$ cat src/rtl/div_sequencer_pkg.sv
// Shared types and constants for the iterative div/divu sequencer.
package div_sequencer_pkg;

   localparam int unsigned DATA_W = 32;
   localparam int unsigned REM_W  = 33;

   localparam logic [DATA_W-1:0] DIV0_QUO = 32'hFFFF_FFFF;

   typedef enum logic [2:0] {
      ST_IDLE  = 3'd0,
      ST_PREP  = 3'd1,
      ST_ITER  = 3'd2,
      ST_FIXUP = 3'd3,
      ST_DONE  = 3'd4
   } state_t;

   typedef struct packed {
      logic [DATA_W-1:0] hi;
      logic [DATA_W-1:0] lo;
   } div_result_t;

   // Two's-complement magnitude; 0x80000000 maps to itself as an unsigned value.
   function automatic logic [DATA_W-1:0] magnitude(input logic [DATA_W-1:0] v,
                                                   input logic is_signed);
      return (is_signed && v[DATA_W-1]) ? DATA_W'(-v) : v;
   endfunction

endpackage

$ cat src/rtl/div_step.sv
// One combinational restoring-division step on {rem, quo}.
module div_step
   import div_sequencer_pkg::*;
(
   input  logic [REM_W-1:0]  rem_in,
   input  logic [DATA_W-1:0] quo_in,
   input  logic [DATA_W-1:0] divisor,
   output logic [REM_W-1:0]  rem_out,
   output logic [DATA_W-1:0] quo_out
);

   localparam int unsigned SHIFT_W = REM_W + 1;

   logic [SHIFT_W-1:0] shifted;
   logic [REM_W-1:0]   trial;
   logic               restore;

   always_comb begin
      shifted = {rem_in, quo_in[DATA_W-1]};
      trial   = shifted[REM_W-1:0] - REM_W'(divisor);
      restore = shifted < SHIFT_W'(divisor);
      rem_out = restore ? shifted[REM_W-1:0] : trial;
      quo_out = {quo_in[DATA_W-2:0], ~restore};
   end

endmodule

$ cat src/rtl/div_sequencer.sv
// Execute-stage multi-cycle div/divu sequencer: stalls the front end, runs a
// fixed-latency restoring divide and pulses the HI/LO result for one cycle.
module div_sequencer
   import div_sequencer_pkg::*;
#(
   parameter int unsigned BITS_PER_CYCLE = 1
) (
   input  logic        clock,
   input  logic        reset,
   input  logic        start_e,
   input  logic        is_signed_e,
   input  logic [31:0] dividend_e,
   input  logic [31:0] divisor_e,
   input  logic        flush,
   output logic        stall_e,
   output logic        busy,
   output logic        has_div_e,
   output logic [31:0] div_hi_e,
   output logic [31:0] div_lo_e
);

   localparam int unsigned N_ITER = DATA_W / BITS_PER_CYCLE;
   localparam int unsigned CNT_W  = $clog2(N_ITER + 1);

   state_t             state_q, state_d;
   logic [DATA_W-1:0]  dividend_q;
   logic [DATA_W-1:0]  divisor_q;
   logic [DATA_W-1:0]  quo_q;
   logic [REM_W-1:0]   rem_q;
   logic               signed_q;
   logic               q_neg_q;
   logic               r_neg_q;
   logic [CNT_W-1:0]   cnt_q;
   logic               has_div_q;
   div_result_t        result_q;
   div_result_t        fix;

   logic [REM_W-1:0]   rem_chain [BITS_PER_CYCLE+1];
   logic [DATA_W-1:0]  quo_chain [BITS_PER_CYCLE+1];

   assign rem_chain[0] = rem_q;
   assign quo_chain[0] = quo_q;

   for (genvar i = 0; i < BITS_PER_CYCLE; i++) begin : g_step
      div_step u_step (
         .rem_in  (rem_chain[i]),
         .quo_in  (quo_chain[i]),
         .divisor (divisor_q),
         .rem_out (rem_chain[i+1]),
         .quo_out (quo_chain[i+1])
      );
   end

   // Next state and the combinational stall to the hazard unit.
   always_comb begin
      state_d = state_q;
      stall_e = 1'b0;
      case (state_q)
         ST_IDLE: begin
            if (start_e) begin
               state_d = ST_PREP;
               stall_e = 1'b1;
            end
         end
         ST_PREP: begin
            state_d = ST_ITER;
            stall_e = 1'b1;
         end
         ST_ITER: begin
            stall_e = 1'b1;
            if (cnt_q == CNT_W'(N_ITER - 1)) state_d = ST_FIXUP;
         end
         ST_FIXUP: begin
            stall_e = 1'b1;
            state_d = ST_DONE;
         end
         ST_DONE:  state_d = ST_IDLE;
         default:  state_d = ST_IDLE;
      endcase
      if (flush) begin
         state_d = ST_IDLE;
         stall_e = 1'b0;
      end
   end

   // Sign correction; divide-by-zero overrides the sign rules.
   always_comb begin
      fix.lo = q_neg_q ? DATA_W'(-quo_q) : quo_q;
      fix.hi = r_neg_q ? DATA_W'(-rem_q[DATA_W-1:0]) : rem_q[DATA_W-1:0];
      if (divisor_q == '0) begin
         fix.lo = DIV0_QUO;
         fix.hi = dividend_q;
      end
   end

   always_ff @(posedge clock) begin
      if (reset) begin
         state_q    <= ST_IDLE;
         dividend_q <= '0;
         divisor_q  <= '0;
         quo_q      <= '0;
         rem_q      <= '0;
         signed_q   <= 1'b0;
         q_neg_q    <= 1'b0;
         r_neg_q    <= 1'b0;
         cnt_q      <= '0;
         has_div_q  <= 1'b0;
         result_q   <= '0;
      end else begin
         state_q   <= state_d;
         has_div_q <= (state_q == ST_FIXUP) && !flush;
         case (state_q)
            ST_IDLE: begin
               if (start_e && !flush) begin
                  dividend_q <= dividend_e;
                  divisor_q  <= divisor_e;
                  signed_q   <= is_signed_e;
               end
            end
            ST_PREP: begin
               quo_q     <= magnitude(dividend_q, signed_q);
               divisor_q <= magnitude(divisor_q, signed_q);
               q_neg_q   <= signed_q & (dividend_q[DATA_W-1] ^ divisor_q[DATA_W-1]);
               r_neg_q   <= signed_q & dividend_q[DATA_W-1];
               rem_q     <= '0;
               cnt_q     <= '0;
            end
            ST_ITER: begin
               rem_q <= rem_chain[BITS_PER_CYCLE];
               quo_q <= quo_chain[BITS_PER_CYCLE];
               cnt_q <= cnt_q + CNT_W'(1);
            end
            ST_FIXUP: begin
               if (!flush) result_q <= fix;
            end
            default: ;
         endcase
      end
   end

   assign busy      = (state_q != ST_IDLE);
   assign has_div_e = has_div_q;
   assign div_hi_e  = result_q.hi;
   assign div_lo_e  = result_q.lo;

endmodule
$ cat config.mk
export PLATFORM = sky130hd
export DESIGN_NAME = div_sequencer
export DESIGN_NICKNAME = d
export VERILOG_FILES = /design/src/rtl/div_sequencer_pkg.sv /design/src/rtl/div_step.sv /design/src/rtl/div_sequencer.sv
export SDC_FILE = /design/constraint.sdc
export NUM_CORES = 1
export LEC_CHECK = 0
export BUFFER_PORTS_ARGS = -buffer_cell sky130_fd_sc_hd__buf_4
export CAP_MARGIN = 10
export CORE_ASPECT_RATIO = 0.5
export CORE_UTILIZATION = 55
export DETAILED_ROUTE_END_ITERATION = 10
export HOLD_SLACK_MARGIN = 0.1
export PLACE_DENSITY = 0.76
export SLEW_MARGIN = 20
export SYNTH_ARGS = -nofsm -noshare
export SYNTH_HDL_FRONTEND = slang
export SYNTH_SLANG_ARGS = --single-unit
$ cat constraint.sdc
create_clock -name clock -period 4.7 [get_ports clock]
set_input_delay 0.47 -clock clock [delete_from_list [all_inputs] [get_ports clock]]
set_output_delay 0.47 -clock clock [all_outputs]
set_load 0.05 [all_outputs]
Word-level counts from Yosys, hierarchy flattened --
Index checks and enable logic that the tools add are counted.
Operators by class: bitwise gates (word level) 5, add/subtract/negate cells 6, eq/ne operators 8, $lt $le $gt $ge 1, multiplexer cells 17, reduce and logical (&&, ||, !) cells 16
Operators with widths (count):
- 32-bit two-way mux | 5
- 32-bit negation | 4
- 32-bit case mux with 2 select lines | 2
- 33-bit case mux with 2 select lines | 1
- 64-bit two-way mux | 1
- 34-bit by 32-bit less-than comparator with 1-bit output | 1
- 33-bit two-way mux | 1
- 33-bit by 32-bit subtractor with 33-bit output | 1
- 32-bit logical NOT | 1
- 3-bit case mux with 4 select lines | 1
- 6-bit case mux with 2 select lines | 1
- 2-bit != test (second input constant) | 4
- 6-bit by 1-bit adder with 6-bit output (second input constant) | 1
- 3-bit by 2-bit equality test with 1-bit output (second input constant) | 2
- 6-bit by 5-bit equality test with 1-bit output (second input constant) | 1
- 3-bit two-way mux | 2
- 2-bit AND reduction | 3
- 1-bit logical AND | 4
- 2-bit nonzero test | 2
- 3-bit by 1-bit equality test with 1-bit output (second input constant) | 1
- 3-bit logical NOT | 1
- 3-bit AND reduction | 1
- 3-bit nonzero test | 1
- 3-bit OR reduction | 1
- 7 further kinds | 10
Storage, ports and cells: input port bits 69, register bits after elaboration 206

Logic depth before layout (Yosys ltp) --
Gate-level depths: netlist of the first run.
word-level depth 4, depth in mapped cells 15, mapped depth without buffers 13

Modules after synthesis --
A second synthesis of the first run with hierarchy kept.
Second synthesis, totals: cells, all modules 1667, area, all modules 12809.8 sq um
Modules (own cells, without submodules):
- div_sequencer | times used 1, cells each 1298, sequential area each 4124.0 sq um, area each 10381.2 sq um
- div_step | times used 1, cells each 369, sequential area each 0.0 sq um, area each 2428.6 sq um

Least setup slack after synthesis of the first run --
No wires, ideal clock.
path kind flip-flop to flip-flop, from reg divisor_q[0], to reg rem_q[24], buffers on the path 0, required time 4.578 ns, arrival 2.881 ns, clock period less this slack 3.003 ns, cell stages (with the launch flop) 13, setup time 0.122 ns, path slack 1.697 ns, cell sequence dfxtp_1 ha_1 inv_1 fa_1 a21o_1 a311o_1 a2111oi_1 o41ai_1 a221oi_1 nor3b_1 mux2i_1 nor2_1 o21ai_1
On the way: word-level cells in the longest chain between the ends 3, elaborated cells on any way between the ends 4
Ends and longest elaborated chain:
- start: declaration | line div_sequencer.sv:27 | logic [DATA_W-1:0] divisor_q;
- start signal: assignment | line div_sequencer.sv:116 | divisor_q <= divisor_e;
- start signal: assignment | line div_sequencer.sv:122 | divisor_q <= magnitude(divisor_q, signed_q);
- 33-bit by 32-bit subtractor with 33-bit output or 34-bit by 32-bit less-than comparator with 1-bit output (tied branches) | line div_step.sv:20, div_step.sv:21
- 33-bit two-way mux (*) | line div_step.sv:22 | rem_out = restore ? shifted[REM_W-1:0] : trial;
- 33-bit case mux with 2 select lines (*) | line div_sequencer.sv:112 | case (state_q)
- end signal: assignment | line div_sequencer.sv:129 | rem_q <= rem_chain[BITS_PER_CYCLE];
- end: declaration | line div_sequencer.sv:29 | logic [REM_W-1:0] rem_q;
Every way passes the cells marked *; elsewhere a longest branch is shown, timed or not. A chain may end at the register's enable or synchronous reset.

Final worst setup path of the first run --
from reg quo_q[31], to reg rem_q[16]
On the way: word-level cells in the longest chain between the ends 3, elaborated cells on any way between the ends 4
Ends and longest elaborated chain:
- start: declaration | line div_sequencer.sv:28 | logic [DATA_W-1:0] quo_q;
- start signal: assignment | line div_sequencer.sv:121 | quo_q <= magnitude(dividend_q, signed_q);
- start signal: assignment | line div_sequencer.sv:130 | quo_q <= quo_chain[BITS_PER_CYCLE];
- 33-bit by 32-bit subtractor with 33-bit output or 34-bit by 32-bit less-than comparator with 1-bit output (tied branches) | line div_step.sv:20, div_step.sv:21
- 33-bit two-way mux (*) | line div_step.sv:22
- 33-bit case mux with 2 select lines (*) | line div_sequencer.sv:112
Marked as above.

==> results.cfg, run 1 <==
[status]
status = finished clean

[timing]
worst_pin_slew_ns = 1.00
min_period_ns = 3.72
slew_headroom_pct = 32.9
fin_setup_tns_ns = 0
fin_hold_ws_ns = 0.140
fin_crit_sh_pct = 79.2
finalClockSkew_ns = 0.0174
max_clock_freq_ghz = 0.269
hold_viol = 0
finalSetupViolCount = 0
rsz0062_at_grt = false
slew_viol_final = 0

[clocking]
clock-root-buffer = clkbuf_16
cts_resized = 0
clk_pin_slew_ns = 0.07
cts_hold_buf = 0
clock_path_buffers = 3
cts.htree.levels = 1
clock_sinks = 206
cts_tree = built
cts_buffers = 20
cts_setup_buffers = 0
clk_latency_ns = 0.51

[power]
seq_power_share_pct = 43.9
power_w = 0.00419
clockPowerShare_pct = 39.1
intPower_w = 0.00299
p_leak_nw = 5.75
power_frac_comb_pct = 17.0
p_per_area_mw_per_mm2 = 300
vdd_drop_max_uv = 178
switching_share_pct = 28.8
net-switching-power_w = 0.00121

[floorplanning]
ioPinCount = 136
start_util_pct = 56.2
core-area_sq_mm = 0.0217
die_y_um = 107
dieWidth_um = 213
row_count = 38
dieArea_sq_mm = 0.0228

[yosys]
ys_ff_latch = 206
yosysSeqAreaShare_pct = 33.8
synth_edf_count = 0
synth-main-ff-cell = dfxtp_1
post_synth_num_cell_types = 69
synth.avg_cell_area_sq_um = 7.50
synth_commonest_cells = nand2_1, dfxtp_1, a21oi_1
yosys_warnings = 0
synth_nets = 1733
synth_top_cell_area_share_pct = 33.8
netlist_area_sq_mm = 0.0122
syn_inst = 1626
ys_top_cells_by_area = dfxtp_1, a21oi_1, nand2_1
synth.most_common_cell = nand2_1
synth_largest_area_cell = dfxtp_1
synth-async-reset-ratio_pct = 0

[grt]
track_usage_pct = 30.4
grt_max_degree = 78
overflow = 0
grt_pass1_wl_mm = 55.8
antenna_found_initial = 0
grt_pass1_vias = 10927

[setup_path]
setup.worst_path.class = reg -> reg
worstRegToRegCells = 13
r2r_setup_slack_ns = 0.98
start_kind = flop
cpMostUsedCell = inv_1
cp_slowest_cell = or4_1
max_stage_delay_ns = 0.45
crit_chain = inv_1 -> ha_1 -> inv_1 -> fa_1 -> a21o_1 -> a311o_1 -> nor4bb_1 -> or4_1 -> nand2_1 -> o31a_1 -> buf_4 -> o21ai_0 -> a22o_1
cp_data_required_time_ns = 5.09
crit_fanout = 28
setup.worst_path.start = quo_q[31]$_SDFFE_PP0P_
r2r-start = quo_q[31]$_SDFFE_PP0P_
r2r_end = rem_q[16]$_SDFFE_PP0P_
arrival_ns = 4.11
end_kind = flop

[placed_design]
dp_cells = 1975
gp_congestion = 0.920
port_buffers = 135
hpwl_mm = 25.9

[route]
drt_iter0_drc = 1240
vias = 12205
routedWlPerCell_um = 17.7
ant_nets = 0
first_pass_iters = 8
via_per_inst = 6.07
remaining_drc_errors = 0
wl_mm = 35.6

[flow_run]
drv_cap = 0

[worst_hold_path]
hold_depth = 2
hold_end = state_q[1]$_SDFFE_PP0P_
hp-start = flush
hold_class = in -> reg

[cells_and_area]
drive_gt1_share_pct = 13.1
diodes = 0
areaGrowthSynthToFinish_pct = 14.8
fin_cells = 2010
nNetsFinal = 1804
==> critical path, delay by kind of cell (launching register included) <==
family / cells / cell delay [ns]
DFF: 1 / 0.35
and+or+nand+nor: 3 / 0.81
buffers and inverters: 3 / 0.58
adders and majority gates: 2 / 0.61
AOI/OAI and AO/OA: 5 / 1.24
==> routing by layer <==
| layer | global-route usage (%) | up-vias | share of wire [%] |
|---|---|---|---|
| li1 | - | 5947 | - |
| met1 | 41.3 | 5726 | 44 |
| met2 | 50.7 | 469 | 46 |
| met3 | 4.03 | 63 | 7.1 |
| met4 | 8.12 | 0 | 2.4 |
| met5 | 0 | - | 0 |
==> cell type report <==
cell class	instances	area, sq um
Clock buffer	27	587
Clock inverter	8	76.3
Fill cell	1899	7680
Inverter	50	188
Multi-Input combinational cell	1266	7500
Sequential cell	206	4120
Tap cell	300	375
Timing Repair Buffer	153	1150
==> power groups by stage <==
stage	sequential, W	combinational [W]	clock, W
CTS	0.00184	0.000703	0.00165
floorplan	0.00186	0.000520	0
global placement	0.00187	0.000684	0
finish	0.00184	0.000714	0.00164
detailed placement	0.00188	0.000699	0
global route	0.00184	0.000785	0.00173
==> state kept, by name (all words and copies together), names as in the netlist <==
name	count
cnt_q	6
rem_q	33
signed_q	1
div_hi_e	32
divisor_q	32
r_neg_q	1
div_lo_e	32
quo_q	32
state_q	3
has_div_e	1
dividend_q	32
q_neg_q	1
==> per-stage QoR <==
stage	worst slack (ns)	cell area (sq um)	utilization [%]
after floorplan	1.70	12200	-
after CTS	1.04	14000	64.6
final	0.979	14000	64.6
after global placement	1.17	13300	61.5
after global routing	0.782	14000	64.6
after detailed placement	1.06	13300	61.5
==> logic make-up (layout without fill, tap and decap cells) <==
kind of cell	count (synthesis)	count (layout)	synth area share [%]
AOI/OAI and AO/OA	525	525	26.9
xor gates and xnor gates	118	118	8.48
adders and majority gates	38	38	3.96
buffers and inverters	154	238	4.93
DFF	206	206	33.8
muxes	4	4	0.328
and+or+nand+nor	581	581	21.5
==> how the worst max path moves through the flow <==
| stage | to | slack (ns) | depth (start not counted) |
|---|---|---|---|
| 2_1_floorplan | rem_q[24]$_SDFFE_PP0P_ | 1.70 | 12 |
| 3_3_place_gp | rem_q[16]$_SDFFE_PP0P_ | 1.17 | 13 |
| 3_5_place_dp | rem_q[16]$_SDFFE_PP0P_ | 1.06 | 13 |
| 4_1_cts | rem_q[16]$_SDFFE_PP0P_ | 1.04 | 13 |
| 5_1_grt | rem_q[23]$_SDFFE_PP0P_ | 0.78 | 14 |
| 6_report | rem_q[16]$_SDFFE_PP0P_ | 0.98 | 13 |
==> layout by cell type (no fill, tap or decap), types with 10 or more instances in the layout <==
cell       instances
and3_1            13
a21oi_1          189
clkbuf_16         20
a22oi_1           41
o41ai_1           13
a311oi_1          24
buf_4            153
a211oi_1          15
nand2b_1          10
nor2_1           165
o22ai_1           21
a32oi_1           10
inv_1             50
xor2_1            73
ha_1              37
o31ai_1           22
dfxtp_1          206
nand3_1           23
o211ai_1          28
nand2_1          239
o21ai_0           97
xnor2_1           45
or3_1             15
or2_2             10
a21o_1            12
nor3_1            42
nor2b_1           10
No activity file was read; power rests on OpenSTA's default activity.
==> inputs of run 2 (changes only) <==
- clock period: 4.7 -> 3.5 ns (I/O delays scaled with it)
==> run 2 against run 1 <==
Sequential power increased by 34%. Core utilization increased by 3.3 points. Register-to-register slack got worse by 0.79 ns. Fmax increased by 12%. Setup slack got worse by 0.79 ns. Clock skew decreased by 0.0046 ns. Highest routed layer unchanged.
==> results.cfg, run 2 (synthesized netlist as in run 1, its figures left out) <==
[grt]
antenna_found_initial = 1
grt_pass1_wl_mm = 58.7
overflow = 0
grt_pass1_vias = 11403
grt_max_degree = 81
track_usage_pct = 32.1

[setup_path]
end_kind = flop
arrival_ns = 3.74
setup.worst_path.class = reg -> reg
start_kind = flop
crit_fanout = 18
cp_data_required_time_ns = 3.93
r2r_setup_slack_ns = 0.19

[power]
p_per_area_mw_per_mm2 = 410
switching_share_pct = 28.4
vdd_drop_max_uv = 432
clockPowerShare_pct = 42.0
seq_power_share_pct = 40.9
intPower_w = 0.00432
p_leak_nw = 6.09
net-switching-power_w = 0.00171
power_frac_comb_pct = 17.1

[timing]
fin_setup_tns_ns = 0
worst_pin_slew_ns = 1.04
fin_hold_ws_ns = 0.119
finalSetupViolCount = 0
rsz0062_at_grt = false
finalClockSkew_ns = 0.0128
min_period_ns = 3.31
slew_headroom_pct = 30.4
fin_crit_sh_pct = 94.5
hold_viol = 0
slew_viol_final = 0
max_clock_freq_ghz = 0.302

[route]
vias = 12553
wl_mm = 36.8
drt_iter0_drc = 1163
via_per_inst = 6.05
remaining_drc_errors = 0
routedWlPerCell_um = 17.7
first_pass_iters = 7
ant_nets = 0

[worst_hold_path]
hold_class = in -> reg

[cells_and_area]
nNetsFinal = 1866
nFillCells = 1855
drive_gt1_share_pct = 14.4
fin_cells = 2075
largest_reg_flops = 33
final_core_util_pct = 67.8
final_cell_mix = nand2_1, dfxtp_1, a21oi_1
regMostFlops = rem_q
final_common_cell = nand2_1
areaGrowthSynthToFinish_pct = 20.6

[floorplanning]
dieWidth_um = 213
ioPinCount = 136
die_y_um = 107
row_count = 38
start_util_pct = 56.2
dieArea_sq_mm = 0.0228
core-area_sq_mm = 0.0217

[placed_design]
dp_cells = 1999
port_buffers = 135
hpwl_mm = 26.2
gp_congestion = 0.928

[clocking]
clk_latency_ns = 0.53
cts_tree = built
cts_buffers = 21
clock_sinks = 206
clock_path_buffers = 3
clk_pin_slew_ns = 0.07
cts.htree.levels = 1
clock-root-buffer = clkbuf_16

[flow_run]
drv_cap = 0

[status]
status = finished clean
run 2: cell types whose count changed in the layout (fill, tap and decap cells not counted), sizes merged:
cell / delta
bufinv: +3
clkinv: -3
clkbuf: +1
dlygate4sd3: +34
diode: +1
buf: +26
inv: +2
clkinvlp: +1
run 2: worst max-delay path: stages, from the launching register on:
cell and delay (ns):
dfxtp_1 0.34, inv_1 0.13, ha_1 0.23, or4b_2 0.65, nand2b_4 0.21, nor3_4 0.27
nand4_2 0.20, or3_1 0.59, buf_4 0.31, a311oi_1 0.27
run 2: final timing paths:
check	start	endpoint	depth (start not counted)
worst max-delay path	divisor_q[1]$_SDFFE_PP0P_	div_lo_e[0]$_SDFFE_PP0P_	9
worst min-delay path	divisor_e[1]	divisor_q[1]$_SDFFE_PP0P_	3
worst max register to register	divisor_q[1]$_SDFFE_PP0P_	div_lo_e[0]$_SDFFE_PP0P_	9
worst min register to register	div_hi_e[14]$_SDFFE_PP0P_	div_hi_e[14]$_SDFFE_PP0P_	2
run 2: area by class of cell:
cell class                      instances  area [sq um]  area share, %
Inverter                               50           188           1.28
Multi-Input combinational cell       1266          7520           51.1
Timing Repair Buffer                  214          1730           11.8
Clock buffer                           27           598           4.07
Clock inverter                         11           171           1.17
Sequential cell                       206          4120           28.0
Antenna cell                            1          2.50         0.0170
Tap cell                              300           375           2.55
run 2: power groups by stage:
stage	clock, W	sequential, W	combinational, W
final	0.00253	0.00247	0.00103
after floorplan	0	0.00249	0.000698
after detailed placement	0	0.00252	0.000958
after global routing	0.00266	0.00247	0.00113
after global placement	0	0.00251	0.000941
after CTS	0.00256	0.00246	0.000994
run 2: per-stage QoR:
step	cell area, sq um	total power, W	worst slack (ns)
after floorplan	12200	0.00319	0.497
after global placement	13500	0.00345	0.312
after detailed placement	13500	0.00347	0.200
after CTS	14700	0.00601	0.168
after global routing	14700	0.00626	0.0315
final	14700	0.00603	0.191
run 2: layer usage:
| metal | track usage, % | part of all wire (%) |
|---|---|---|
| met5 | 0 | 0 |
| met4 | 11.3 | 3.6 |
| met3 | 5.89 | 7.9 |
| met2 | 50.7 | 44 |
| met1 | 43.9 | 44 |
run 2: repair_timing:
item | 4_1_cts | 5_1_grt
hold buffers | 34 | 0
resized for setup | 0 | 3
setup endpoints to repair | 0 | 6
endpoints found under the hold margin | 34 | 0
setup buffers | 0 | 2
